**src/rtl/rotary_quad_gen.sv**
```systemverilog
`default_nettype none
// ============================================================================
// Module      : rotary_quad_gen
// Description : Quadrature rotary-encoder emulator; replays direction/detent
//               and button commands as Rot_A/Rot_B/Rot_C waveforms.
//               Optional contact bounce on S1/BTN entry: define ROT_BOUNCE_EN.
// Revision    : 1.0 - initial release
// ============================================================================
module rotary_quad_gen #(
    parameter int PHASE_CYC = 16,
    parameter int GAP_CYC   = 32,
    parameter int BTN_CYC   = 4
) (
    input  logic               Fg_CLK,
    input  logic               RESET,
    input  logic               Cmd_Valid,
    output logic               Cmd_Ready,
    input  logic               Cmd_Dir,
    input  logic [7:0]         Cmd_Cnt,
    input  logic               Cmd_Btn,
    output logic               Rot_A,
    output logic               Rot_B,
    output logic               Rot_C,
    output logic               Busy,
    output logic               Done,
    output logic signed [11:0] Pos
);

    localparam logic [15:0] c_phase_ld = 16'(PHASE_CYC - 1);
    localparam logic [15:0] c_gap_ld   = 16'(GAP_CYC - 1);
    localparam logic [15:0] c_btn_ld   = 16'(BTN_CYC - 1);

    // ARM is a one-cycle launch state so the first line change lands after T+1
    typedef enum logic [2:0] {
        IDLE = 3'd0,
        ARM  = 3'd1,
        S1   = 3'd2,
        S2   = 3'd3,
        S3   = 3'd4,
        GAP  = 3'd5,
        BTN  = 3'd6,
        FIN  = 3'd7
    } state_t;

    state_t      r_state;
    logic [15:0] r_cnt;
    logic [7:0]  r_left;
    logic        r_dir;
    logic        r_btn;
    logic        r_a;
    logic        r_b;
    logic        r_c;
    logic [11:0] r_pos;
    logic        w_accept;
    logic        w_cnt_zero;

    assign Cmd_Ready  = (r_state == IDLE) & ~RESET;
    assign w_accept   = Cmd_Valid & Cmd_Ready;
    assign w_cnt_zero = (r_cnt == 16'd0);

    always_ff @(posedge Fg_CLK) begin
        if (RESET) begin
            r_state <= IDLE;
            r_cnt   <= 16'd0;
            r_left  <= 8'd0;
            r_dir   <= 1'b0;
            r_btn   <= 1'b0;
            r_a     <= 1'b1;
            r_b     <= 1'b1;
            r_c     <= 1'b0;
            r_pos   <= 12'd0;
        end else begin
            case (r_state)
                IDLE: begin
                    if (w_accept) begin
                        r_state <= ARM;
                        r_dir   <= Cmd_Dir;
                        r_btn   <= Cmd_Btn;
                        r_left  <= Cmd_Cnt;
                    end
                end
                ARM: begin
                    if (r_btn) begin
                        r_state <= BTN;
                        r_cnt   <= c_btn_ld;
                        r_c     <= 1'b1;
                    end else if (r_left == 8'd0) begin
                        r_state <= FIN;
                    end else begin
                        r_state <= S1;
                        r_cnt   <= c_phase_ld;
                        r_a     <= r_dir;
                        r_b     <= ~r_dir;
                    end
                end
                S1: begin
`ifdef ROT_BOUNCE_EN
                    // falling line: low, high, then low for the rest of S1
                    if (r_dir) r_b <= (r_cnt == c_phase_ld);
                    else       r_a <= (r_cnt == c_phase_ld);
`endif
                    if (w_cnt_zero) begin
                        r_state <= S2;
                        r_cnt   <= c_phase_ld;
                        r_a     <= 1'b0;
                        r_b     <= 1'b0;
                    end else begin
                        r_cnt <= r_cnt - 16'd1;
                    end
                end
                S2: begin
                    if (w_cnt_zero) begin
                        r_state <= S3;
                        r_cnt   <= c_phase_ld;
                        r_a     <= ~r_dir;
                        r_b     <= r_dir;
                    end else begin
                        r_cnt <= r_cnt - 16'd1;
                    end
                end
                S3: begin
                    if (w_cnt_zero) begin
                        r_state <= GAP;
                        r_cnt   <= c_gap_ld;
                        r_a     <= 1'b1;
                        r_b     <= 1'b1;
                    end else begin
                        r_cnt <= r_cnt - 16'd1;
                    end
                end
                GAP: begin
                    if (w_cnt_zero) begin
                        r_pos  <= r_dir ? (r_pos + 12'd1) : (r_pos - 12'd1);
                        r_left <= r_left - 8'd1;
                        if (r_left == 8'd1) begin
                            r_state <= FIN;
                        end else begin
                            r_state <= S1;
                            r_cnt   <= c_phase_ld;
                            r_a     <= r_dir;
                            r_b     <= ~r_dir;
                        end
                    end else begin
                        r_cnt <= r_cnt - 16'd1;
                    end
                end
                BTN: begin
`ifdef ROT_BOUNCE_EN
                    r_c <= (r_cnt != c_btn_ld);
`endif
                    if (w_cnt_zero) begin
                        r_state <= FIN;
                        r_c     <= 1'b0;
                    end else begin
                        r_cnt <= r_cnt - 16'd1;
                    end
                end
                FIN: begin
                    r_state <= IDLE;
                end
                default: begin
                    r_state <= IDLE;
                end
            endcase
        end
    end

    assign Rot_A = r_a;
    assign Rot_B = r_b;
    assign Rot_C = r_c;
    assign Busy  = (r_state != IDLE) && (r_state != FIN);
    assign Done  = (r_state == FIN);
    assign Pos   = r_pos;

endmodule
`default_nettype wire

```
**config.mk**
```make
export PLATFORM = sky130hd
export DESIGN_NAME = rotary_quad_gen
export DESIGN_NICKNAME = d
export VERILOG_FILES = /design/src/rtl/rotary_quad_gen.sv
export SDC_FILE = /design/constraint.sdc
export NUM_CORES = 1
export LEC_CHECK = 0
export CAP_MARGIN = 30
export CORE_MARGIN = 4
export CORE_UTILIZATION = 40
export DETAILED_ROUTE_END_ITERATION = 10
export PLACE_DENSITY = 0.7
export SYNTH_ARGS = -nofsm -noshare
export SYNTH_HDL_FRONTEND = slang
export SYNTH_SLANG_ARGS = --single-unit
```
**constraint.sdc**
```tcl
create_clock -name Fg_CLK -period 6.2 [get_ports Fg_CLK]
set_input_delay 1.24 -clock Fg_CLK [delete_from_list [all_inputs] [get_ports Fg_CLK]]
set_output_delay 1.24 -clock Fg_CLK [all_outputs]
set_load 0.02 [all_outputs]
```
-- Word level (Yosys, flattened, before mapping)
Index checks and enable logic that the tools add are counted.
- register bits after elaboration: 44
- input bits: 13
- output and inout port bits: 18
- logic and storage cells: 94
- add/subtract/negate cells: 4
- bitwise logic cells: 4
- reduce and logical (&&, ||, !) cells: 17
- muxes and demuxes: 38
- equality and inequality tests: 22
- operators by type and width (cell ; count):
    16-bit 2-to-1 mux ; 7
    16-bit one-hot mux with 5 select lines ; 1
    3-bit 2-to-1 mux ; 9
    3-bit one-hot mux with 8 select lines ; 1
    2-bit != test (second input constant) ; 11
    16-bit logical NOT ; 1
    8-bit 2-to-1 mux ; 2
    8-bit one-hot mux with 2 select lines ; 1
    16-bit by 1-bit subtractor with 16-bit output (second input constant) ; 1
    1-bit 2-to-1 mux ; 13
    12-bit by 1-bit adder with 12-bit output (second input constant) ; 1
    3-bit == test (second input constant) ; 4
    12-bit 2-to-1 mux ; 1
    12-bit by 1-bit subtractor with 12-bit output (second input constant) ; 1
    1-bit one-hot mux with 5 select lines ; 2
    5-bit nonzero test ; 2
    3-bit != test (second input constant) ; 3
    8-bit by 1-bit == test with 1-bit output (second input constant) ; 1
    8-bit logical NOT ; 1
    8-bit AND reduction ; 1
    8-bit by 1-bit subtractor with 8-bit output (second input constant) ; 1
    3-bit by 2-bit == test with 1-bit output (second input constant) ; 2
    3-bit AND reduction ; 2
    6-bit AND reduction ; 1
    11 further kinds ; 15

-- Logic depth before layout (Yosys ltp)
Gate-level depths: netlist (run 1).
- word-level depth: 5
- gate-level depth with buffers: 10
- depth with buffers taken out: 8

-- Worst setup path after synthesis (run 1)
OpenSTA, ideal clock, no wires.
- kind: input to output
- start point: in RESET
- end point: out Cmd_Ready
- data required time: 4960 ps
- path slack: 2872 ps
- arrival time: 2088 ps
- stages on the path: 2
- buffers on the path: 1
- cells stage by stage: clkbuf_1 -> nor4_1
- word-level cells in the longest chain between the ends: 2
- ends and longest elaborated chain (item ; line ; RTL):
    start: declaration ; 15 ; input logic RESET,
    1-bit NOT ; 57 ; assign Cmd_Ready = (r_state == IDLE) & ~RESET;
    1-bit bitwise AND ; 57 ;
    end: declaration ; 17 ; output logic Cmd_Ready,
No other way between the ends.

-- Worst setup path in the final report (run 1)
Same ends and word-level chain as after synthesis.

==> metrics.csv, run 1 <==
stage,metric,value,unit
worst_setup_path,Worst path most repeated cell,clkdlybuf4s50_1,
clock_tree,cts repair resizes,0,
place,PortBufs,30,
worst_setup_path,CP Class,input port to primary output,
place,Final GP Congestion,0.843,
logic_synthesis,Post-synth EDFFs,0,
status,run status,"finished, final reports clean",
routing,Vias,2799,
logic_synthesis,Cells after Synth,378,
timing,measured slew at the worst slew-check pin,0.882,ns
timing,Worst Hold Slack,0.477,ns
die,Initial Util,40.9,%
die,Cell Rows,31,
routing,vias per cell,5.63,
logic_synthesis,register bit total from synthesis,44,
logic_synthesis,Synth Flop Type,dfxtp_1,
run,Max-Cap Viols,0,
power_and_ir_drop,total chip power,0.00154,W
die,Die Y,93.9,um
timing,pins over their slew limit,0,
cells_and_area,final core occ,47.2,%
die,num ports,31,
cells_and_area,Layout Nets,426,
power_and_ir_drop,leakage,1.28,nW
routing,drt first-iter violations,172,
logic_synthesis,top-count cell post-synth,nand2_1,
worst_setup_path,"Data required, critical path",4.96,ns
logic_synthesis,Area contributors post-synth,"dfxtp_1 (30%), ha_1 (6.4%), a21oi_1 (6.1%)",
die,Core Region,0.00721,mm2
clock_tree,Post-CTS Setup Inserts,0,
cells_and_area,area grow syn2layout,15.3,%
routing,routed length per instance,14.2,um
timing,Fin Setup TNS,0,ns
timing,final setup vio count,0,
clock_tree,clk sinks,44,
logic_synthesis,synth cell count leaders,"nand2_1 (46), dfxtp_1 (44), nor2_1 (44)",
worst_setup_path,CP Cell Sequence,clkdlybuf4s50_1 > buf_4 > nor4_1 > clkdlybuf4s50_1,
timing,Final min period,4.22,ns
place,HPWL Detailed,4.96,mm
grt,GRT overflow,0,
cells_and_area,layout cells sized above 1,7.04,%
power_and_ir_drop,VDD IR-drop max,0.202,mV
logic_synthesis,"FFs w/ async S/R, synth",0,%
clock_tree,Worst-Skew Late Latency,0.30,ns
timing,Fin. Hold Viols,0,
worst_setup_path,CP peak stage delay,0.69,ns
worst_setup_path,Worst setup EP type,primary output,
clock_tree,CTS tree,yes,
clock_tree,clk buf depth,2,
grt,first-pass GRT wire length,11.9,mm
worst_setup_path,peak fanout along the critical path,46,
grt,number of global-route vias before repair,2566,
logic_synthesis,top-area cell type share of the netlist area,29.8,%
logic_synthesis,Mean Syn Cell Area,7.81,um2
routing,antenna-violating nets left,0,
logic_synthesis,Yosys cell types,67,
timing,RSZ-0062 raised after global routing,no,
logic_synthesis,post-synthesis sequential area ratio,29.8,%
place,pre-CTS setup slack,2.00,ns
logic_synthesis,Post-Syn Area,0.00295,mm2
die,Die W,93.9,um
logic_synthesis,Ys Warns,0,
grt,initial antenna violation count,0,
clock_tree,cts hold-fix bufs,0,
clock_tree,"CTS clk-pin slew, worst paths",0.08,ns
timing,final setup margin,1.98,ns
clock_tree,# H-tree levels,2,
timing,FMAX,237,MHz
grt,GR Util All Layers,16.3,%
timing,skew final,0.00938,ns
cells_and_area,diode count,0,
clock_tree,CTS buffer count,5,
timing,fin crit share,68.1,%
clock_tree,Root Driver,clkbuf_8,
timing,Slew headroom,40.9,%
power_and_ir_drop,power per cell area,453,mW/mm2
hold_path,class of the worst hold path,flip-flop to flip-flop,
worst_setup_path,Setup crit start kind,input port,
routing,Total Wirelength,7.07,mm
worst_setup_path,WP data arrival,2.98,ns
worst_setup_path,CP max stage cell,clkdlybuf4s50_1,
logic_synthesis,Mapped Nets,407,
die,Die ar.,0.00882,mm2
grt,pin count of the biggest net entering global routing,47,
routing,first drt pass iteration count,4,
logic_synthesis,"area leader, netlist",dfxtp_1,
routing,detailed-route DRC error count,0,
[sequential cells by signal, indices dropped and copies added (netlist names)]
register  flops
Rot_B         1
Rot_A         1
r_left        8
Rot_C         1
r_btn         1
Pos          12
r_cnt        16
r_state       3
r_dir         1
[final timing paths]
| kind | from | to | slack, ns | depth (start not counted) |
|---|---|---|---|---|
| worst min register to register | r_cnt[0] | r_cnt[0] | 0.48 | 2 |
| worst max-delay path | RESET | Cmd_Ready | 1.98 | 4 |
| worst max register to register | r_state[0] | Pos[11] | 2.98 | 6 |
| worst min-delay path | r_cnt[0] | r_cnt[0] | 0.48 | 2 |
[cell usage in the layout, fill, tap and decap left out, types with 4 or more instances in the layout]
cell type	Yosys	routed
nand2_1	46	46
dfxtp_1	44	44
nor2_1	44	44
a21oi_1	36	36
clkdlybuf4s50_1	0	30
o21ai_0	21	21
ha_1	15	15
nor3_1	14	14
xor2_1	10	10
inv_1	9	9
a211oi_1	8	8
nand3_1	8	8
or3_1	6	6
o31ai_1	6	6
a21o_1	6	6
clkbuf_8	0	5
nand2b_1	4	4
a31oi_1	4	4
xnor2_1	4	4
[worst max-delay path, delay by kind of cell]
| family | cells | cell delay, ns |
|---|---|---|
| buf+inv | 3 | 1.36 |
| simple gates | 1 | 0.36 |
[cell type report]
class / count / area, um2
inverter: 9 / 33.8
sequential: 44 / 881
fill: 731 / 3810
multi-input combinational: 306 / 1950
clock inverter: 2 / 35.0
timing repair buffer: 31 / 308
clock buffer: 6 / 72.6
tap: 99 / 124
[cell families after synthesis]
family / Yosys count / synth area share, %
fa+ha+maj: 16 / 7.03
flops: 44 / 29.8
mux: 4 / 1.40
buf+inv: 28 / 4.15
simple gates: 159 / 27.3
compound gates: 113 / 26.1
xor+xnor: 14 / 4.15
[power by group]
part / switching (W) / internal [W] / total (W)
clock network: 0.000103 / 0.000120 / 0.000223
logic: 0.000526 / 0.000337 / 0.000863
registers: 0.000103 / 0.000352 / 0.000455
[metrics by stage]
stage	cell area, um2	cells
after floorplan	2950	378
after global placement	3300	489
after detailed placement	3300	489
after CTS	3400	497
after global routing	3400	497
final	3400	497
[routing by layer]
metal  wire (um)  up-vias  global-route usage [%]
li1            -     1412                       -
met1        3330     1320                    21.2
met2        3340       60                    28.1
met3         354        7                    2.88
met4          52        0                    3.49
met5           0        -                       0
Power figures use the tool's default switching activity.
==> inputs of run 2 (changes only) <==
--- a/config.mk
+++ b/config.mk
@@ -9,7 +9,7 @@
 export CORE_MARGIN = 4
 export CORE_UTILIZATION = 40
 export DETAILED_ROUTE_END_ITERATION = 10
-export PLACE_DENSITY = 0.7
+export PLACE_DENSITY = 0.72
 export SYNTH_ARGS = -nofsm -noshare
 export SYNTH_HDL_FRONTEND = slang
 export SYNTH_SLANG_ARGS = --single-unit
==> constraint.sdc (replaced) <==
create_clock -name Fg_CLK -period 3.75 [get_ports Fg_CLK]
set_input_delay 0.75 -clock Fg_CLK [delete_from_list [all_inputs] [get_ports Fg_CLK]]
set_output_delay 0.75 -clock Fg_CLK [all_outputs]
set_load 0.02 [all_outputs]
==> run 2 against run 1 <==
Power rose by 63%. Die area stayed put. Utilization increased by 0.10 points. Flip-flop and latch count did not move. Clock skew fell by 0.0019 ns. Non-clock buffer count grew 3. Global-route usage is 0.50 points higher. Combinational power up 68%. Critical path depth shrank 1. Cell count increased by 0.60%. Count of clock-buffer cells in the layout unchanged.
==> metrics.csv, run 2 (synthesis results as in run 1) <==
stage,metric,value,unit,change
worst_setup_path,peak fanout along the critical path,2,,-96%
clock_tree,Post-CTS Setup Inserts,0,,unchanged
cells_and_area,diode count,0,,unchanged
routing,drt first-iter violations,205,,+19%
timing,fin crit share,78.0,%,
grt,GRT overflow,0,,unchanged
clock_tree,CTS tree,yes,,
timing,final setup vio count,0,,unchanged
routing,first drt pass iteration count,4,,unchanged
cells_and_area,area grow syn2layout,15.5,%,
die,num ports,31,,unchanged
cells_and_area,Layout Nets,429,,+0.70%
hold_path,class of the worst hold path,flip-flop to flip-flop,,
timing,Slew headroom,53.6,%,+13 points
routing,detailed-route DRC error count,0,,unchanged
routing,Vias,2801,,+0.071%
timing,measured slew at the worst slew-check pin,0.692,ns,-0.190 ns
timing,Fin Setup TNS,0,ns,unchanged
die,Initial Util,40.9,%,unchanged
worst_setup_path,WP data arrival,2.17,ns,-0.81 ns
routing,vias per cell,5.60,,-0.53%
grt,initial antenna violation count,0,,unchanged
die,Die Y,93.9,um,unchanged
timing,skew final,0.00752,ns,-0.00185 ns
place,HPWL Detailed,5.05,mm,+1.7%
routing,routed length per instance,14.0,um,-1.5%
clock_tree,# H-tree levels,2,,unchanged
timing,Fin. Hold Viols,0,,unchanged
clock_tree,clk sinks,44,,unchanged
timing,FMAX,342,MHz,
power_and_ir_drop,VDD IR-drop max,0.344,mV,+71%
die,Cell Rows,31,,unchanged
run,Max-Cap Viols,0,,unchanged
worst_setup_path,CP bufs+invs,2,,-1
routing,antenna-violating nets left,0,,unchanged
cells_and_area,layout cells sized above 1,7.98,%,+0.94 points
worst_setup_path,CP peak stage delay,0.69,ns,about the same
worst_setup_path,CP Cell Sequence,clkdlybuf4s50_1 > nor4_1 > clkdlybuf4s50_1,,
cells_and_area,most frequent cells in the layout,"nand2_1 (46), dfxtp_1 (44), nor2_1 (44), a21oi_1 (36), clkdlybuf4s50_1 (30)",,
worst_setup_path,"Data required, critical path",3.00,ns,-1.96 ns
clock_tree,CTS buffer count,5,,unchanged
worst_setup_path,CP max stage cell,clkdlybuf4s50_1,,
grt,GR Util All Layers,16.8,%,+0.50 points
clock_tree,cts repair resizes,0,,unchanged
die,Die W,93.9,um,unchanged
timing,Final min period,2.92,ns,
clock_tree,"CTS clk-pin slew, worst paths",0.08,ns,about the same
place,PortBufs,30,,unchanged
routing,met1 wire length,3.25,mm,-2.3%
routing,WL met3,295,um,-17%
cells_and_area,max reg flops,16,,unchanged
cells_and_area,Top reg by flops,r_cnt,,
power_and_ir_drop,power per cell area,736,mW/mm2,+63%
worst_setup_path,Crit path max-delay family,buffers and inverters,,
grt,pin count of the biggest net entering global routing,46,,-2.1%
clock_tree,Worst-Skew Late Latency,0.30,ns,about the same
worst_setup_path,Worst path most repeated cell,clkdlybuf4s50_1,,
routing,highest metal used,met4,,
power_and_ir_drop,leakage,1.29,nW,+0.78%
grt,number of global-route vias before repair,2621,,+2.1%
clock_tree,cts hold-fix bufs,0,,unchanged
cells_and_area,"commonest non-fill, non-tap cell in the layout",nand2_1,,
place,dpl cells,492,,+0.61%
grt,first-pass GRT wire length,12.3,mm,+3.3%
routing,Total Wirelength,7.01,mm,-0.92%
clock_tree,Root Driver,clkbuf_8,,
timing,RSZ-0062 raised after global routing,no,,
status,run status,"finished, final reports clean",,
clock_tree,clk buf depth,2,,unchanged
worst_setup_path,CP Class,input port to primary output,,
timing,pins over their slew limit,0,,unchanged
die,Die ar.,0.00882,mm2,unchanged
place,Final GP Congestion,0.811,,-3.9%
cells_and_area,post-route insts no fill,500,,+0.60%
routing,met2 routed WL,3.33,mm,-0.21%
die,Core Region,0.00721,mm2,unchanged
worst_setup_path,Worst setup EP type,primary output,,
worst_setup_path,Setup crit start kind,input port,,
run 2: cell types whose count changed in the layout (fill, tap and decap cells not counted), sizes merged:
| cell | previous run | this run |
|---|---|---|
| bufinv | 1 | 0 |
| buf | 1 | 4 |
| clkinv | 1 | 2 |
run 2: final cells by class:
type / instances / area [um2]
timing repair buffer: 34 / 330
clock inverter: 2 / 10.0
multi-input combinational: 306 / 1950
inverter: 9 / 33.8
fill: 715 / 3800
sequential: 44 / 881
tap: 99 / 124
clock buffer: 6 / 82.6
run 2: per-layer routing:
| layer | track usage, % | vias up |
|---|---|---|
| li1 | - | 1421 |
| met1 | 21.7 | 1312 |
| met2 | 28.6 | 59 |
| met3 | 2.56 | 9 |
| met4 | 5.17 | 0 |
| met5 | 0 | - |
run 2: worst paths after layout:
| check | slack, ns | endpoint | cells after the start | start |
|---|---|---|---|---|
| worst max-delay path | 0.83 | Cmd_Ready | 3 | RESET |
| worst min-delay path | 0.47 | r_cnt[0] | 2 | r_cnt[0] |
| worst min register to register | 0.47 | r_cnt[0] | 2 | r_cnt[0] |
| worst max register to register | 1.04 | Pos[11] | 8 | r_dir |
run 2: stage by stage:
| step | power [W] | cell area (um2) | hold WS, ns | setup WS, ns | utilization [%] |
|---|---|---|---|---|---|
| 3_3_place_gp | 0.00216 | 3320 | 0.460 | 0.776 | 46.0 |
| 2_1_floorplan | 0.00189 | 2950 | 0.445 | 1.12 | - |
| 3_5_place_dp | 0.00219 | 3320 | 0.466 | 0.809 | 46.0 |
| 5_1_grt | 0.00275 | 3410 | 0.500 | 0.721 | 47.3 |
| 6_report | 0.00251 | 3410 | 0.474 | 0.826 | 47.3 |
| 4_1_cts | 0.00251 | 3410 | 0.478 | 0.808 | 47.3 |
run 2: worst reg2reg max path: stages (launching register included):
cell      delay [ns]
dfxtp_1         0.37
inv_1           0.39
ha_1            0.34
a211oi_1        0.38
nor3_1          0.09
o21ai_0         0.36
a21oi_1         0.14
o211ai_2        0.19
mux2_1          0.33
run 2: power breakdown:
part           switching, W  leakage, nW  internal (W)
logic              0.000869        0.878      0.000577
registers          0.000167        0.358      0.000582
clock network      0.000169       0.0510      0.000147
total               0.00120         1.29       0.00131
==> inputs of run 3 (changes only) <==
--- a/config.mk
+++ b/config.mk
@@ -9,7 +9,7 @@
 export CORE_MARGIN = 4
 export CORE_UTILIZATION = 40
 export DETAILED_ROUTE_END_ITERATION = 10
-export PLACE_DENSITY = 0.72
+export PLACE_DENSITY = 0.7
 export SYNTH_ARGS = -nofsm -noshare
 export SYNTH_HDL_FRONTEND = slang
 export SYNTH_SLANG_ARGS = --single-unit
==> constraint.sdc (replaced) <==
create_clock -name Fg_CLK -period 2.79 [get_ports Fg_CLK]
set_input_delay 0.558 -clock Fg_CLK [delete_from_list [all_inputs] [get_ports Fg_CLK]]
set_output_delay 0.558 -clock Fg_CLK [all_outputs]
set_load 0.02 [all_outputs]
==> run 3 against run 2 <==
First-iteration DRC count grew 25%. Cell area grew 1.1%. Largest power group unchanged. Cell count grew 1.0%.
==> metrics.csv, run 3 (synthesis results as in run 1) <==
stage,metric,value,unit,change
clock_tree,"CTS clk-pin slew, worst paths",0.09,ns,about the same
cells_and_area,"commonest non-fill, non-tap cell in the layout",nand2_1,,
worst_setup_path,WP data arrival,2.75,ns,+0.58 ns
clock_tree,Post-CTS Setup Inserts,0,,unchanged
cells_and_area,layout cells sized above 1,8.87,%,+0.89 points
timing,FMAX,389,MHz,
cells_and_area,diode count,0,,unchanged
power_and_ir_drop,power per cell area,983,mW/mm2,+34%
timing,Fin Setup TNS,0,ns,unchanged
worst_setup_path,CP Class,flip-flop to flip-flop,,
power_and_ir_drop,switch share,47.5,%,-0.49 points
clock_tree,cts hold-fix bufs,0,,unchanged
timing,Worst Hold Slack,0.475,ns,+0.00181 ns
timing,skew final,0.0104,ns,+0.00285 ns
timing,Fin. Hold Viols,0,,unchanged
worst_setup_path,"Data required, critical path",2.97,ns,-0.03 ns
hold_path,Hold Path Depth,2,,unchanged
routing,routed length per instance,14.0,um,-0.24%
timing,RSZ-0062 raised after global routing,no,,
power_and_ir_drop,total chip power,0.00339,W,+35%
power_and_ir_drop,Comb pwr share,58.7,%,+1.1 points
cells_and_area,multi-input logic area,0.00195,mm2,unchanged
die,Cell Rows,31,,unchanged
power_and_ir_drop,cell internal pwr,0.00178,W,+36%
die,Die ar.,0.00882,mm2,unchanged
die,Initial Util,40.9,%,unchanged
timing,Slew headroom,52.1,%,-1.5 points
clock_tree,Worst-Skew Late Latency,0.30,ns,about the same
grt,number of global-route vias before repair,2633,,+0.46%
routing,first drt pass iteration count,4,,unchanged
worst_setup_path,Crit path max-delay family,compound AO/OA/AOI/OAI gates,,
worst_setup_path,peak fanout along the critical path,8,,+6
run,Max-Cap Viols,0,,unchanged
worst_setup_path,Setup crit start kind,flip-flop,,
power_and_ir_drop,Switch Pwr,0.00161,W,+34%
cells_and_area,final core occ,47.8,%,+0.54 points
routing,Vias,2819,,+0.64%
timing,measured slew at the worst slew-check pin,0.714,ns,+0.0219 ns
grt,GRT overflow,0,,unchanged
timing,final setup margin,0.222,ns,-0.604 ns
place,Final GP Congestion,0.860,,+6.0%
worst_setup_path,CP Cell Sequence,inv_1 > buf_4 > ha_1 > a21o_1 > a21oi_1 > nor2_1 > o31ai_1 > o211ai_2 > mux2_1,,
routing,detailed-route DRC error count,0,,unchanged
worst_setup_path,CP peak stage delay,0.44,ns,-0.25 ns
clock_tree,# H-tree levels,2,,unchanged
timing,fin crit share,92.0,%,
power_and_ir_drop,Clock Power Share,12.5,%,about the same
worst_setup_path,Crit path depth,9,,+6
status,run status,"finished, final reports clean",,
routing,drt first-iter violations,257,,+25%
timing,final setup vio count,0,,unchanged
die,Die W,93.9,um,unchanged
cells_and_area,most frequent cells in the layout,"nand2_1 (46), dfxtp_1 (44), nor2_1 (44), a21oi_1 (36), clkdlybuf4s50_1 (30)",,
routing,antenna-violating nets left,0,,unchanged
cells_and_area,area grow syn2layout,16.8,%,
clock_tree,clk sinks,44,,unchanged
grt,GR Util All Layers,16.5,%,-0.32 points
cells_and_area,Top reg by flops,r_cnt,,
die,num ports,31,,unchanged
power_and_ir_drop,leakage,1.30,nW,+1.4%
grt,initial antenna violation count,0,,unchanged
place,PortBufs,30,,unchanged
hold_path,class of the worst hold path,flip-flop to flip-flop,,
clock_tree,CTS buffer count,5,,unchanged
die,Core Region,0.00721,mm2,unchanged
cells_and_area,Layout Nets,434,,+1.2%
worst_setup_path,CP max stage cell,dfxtp_1,,
cells_and_area,fillers,713,,-0.28%
cells_and_area,max reg flops,16,,unchanged
timing,pins over their slew limit,0,,unchanged
worst_setup_path,worst reg2reg path depth,9,,+1
place,HPWL Detailed,5.18,mm,+2.7%
worst_setup_path,Worst setup EP type,flip-flop,,
power_and_ir_drop,VDD IR-drop max,0.585,mV,+70%
cells_and_area,FF+latch area,881,um2,unchanged
die,Die Y,93.9,um,unchanged
place,pre-CTS setup slack,0.214,ns,-0.595 ns
clock_tree,CTS tree,yes,,
timing,Final min period,2.57,ns,
clock_tree,clk buf depth,2,,unchanged
clock_tree,Root Driver,clkbuf_8,,
grt,pin count of the biggest net entering global routing,46,,unchanged
worst_setup_path,CP bufs+invs,2,,unchanged
grt,first-pass GRT wire length,12.0,mm,-2.0%
power_and_ir_drop,Reg power frac,28.8,%,-1.0 points
routing,vias per cell,5.58,,-0.35%
routing,Total Wirelength,7.06,mm,+0.76%
## run 3: path summary, 6_finish.rpt
check / from / to / slack (ns)
setup reg to reg: r_dir / Pos[11] / 0.22
hold reg to reg: Pos[4] / Pos[4] / 0.48
hold / removal: Pos[4] / Pos[4] / 0.48
setup / recovery: r_dir / Pos[11] / 0.22
## run 3: metrics by stage
step	std cells	area (um2)
6_report	505	3450
3_3_place_gp	497	3360
4_1_cts	505	3450
2_1_floorplan	378	2950
5_1_grt	505	3450
3_5_place_dp	497	3360
## run 3: routing by layer
metal | wire length [um] | GRT usage [%]
met4 | 82 | 4.21
met5 | 0 | 0
met2 | 3220 | 27.3
met1 | 3440 | 22.0
met3 | 327 | 2.88
## run 3: area by class of cell
cell class,count,share of cell area [%]
clock buffers,7,2.50
clock inverters,1,0.218
multi-input cells,306,56.5
flip-flops and latches,44,25.5
repair buffers,39,10.7
well taps,99,3.59
inverters,9,0.979
## run 3: what timing repair did
item                                    CTS  global route
endpoints found under the setup margin    0             2
gates resized for setup                   0             1
endpoints found under the hold margin     0             0
## run 3: power by group through the flow
stage,Clock (W),Combinational (W),Sequential (W)
6_report,0.000423,0.00199,0.000977
3_3_place_gp,0,0.00195,0.000983
5_1_grt,0.000471,0.00221,0.00101
2_1_floorplan,0,0.00159,0.000943
3_5_place_dp,0,0.00198,0.000988
4_1_cts,0.000449,0.00199,0.000974
## run 3: worst reg2reg max path, cell delays in order (launching register included)
cell	delay, ns
dfxtp_1	0.44
inv_1	0.19
buf_4	0.21
ha_1	0.36
a21o_1	0.21
a21oi_1	0.19
nor2_1	0.08
o31ai_1	0.31
o211ai_2	0.14
mux2_1	0.32
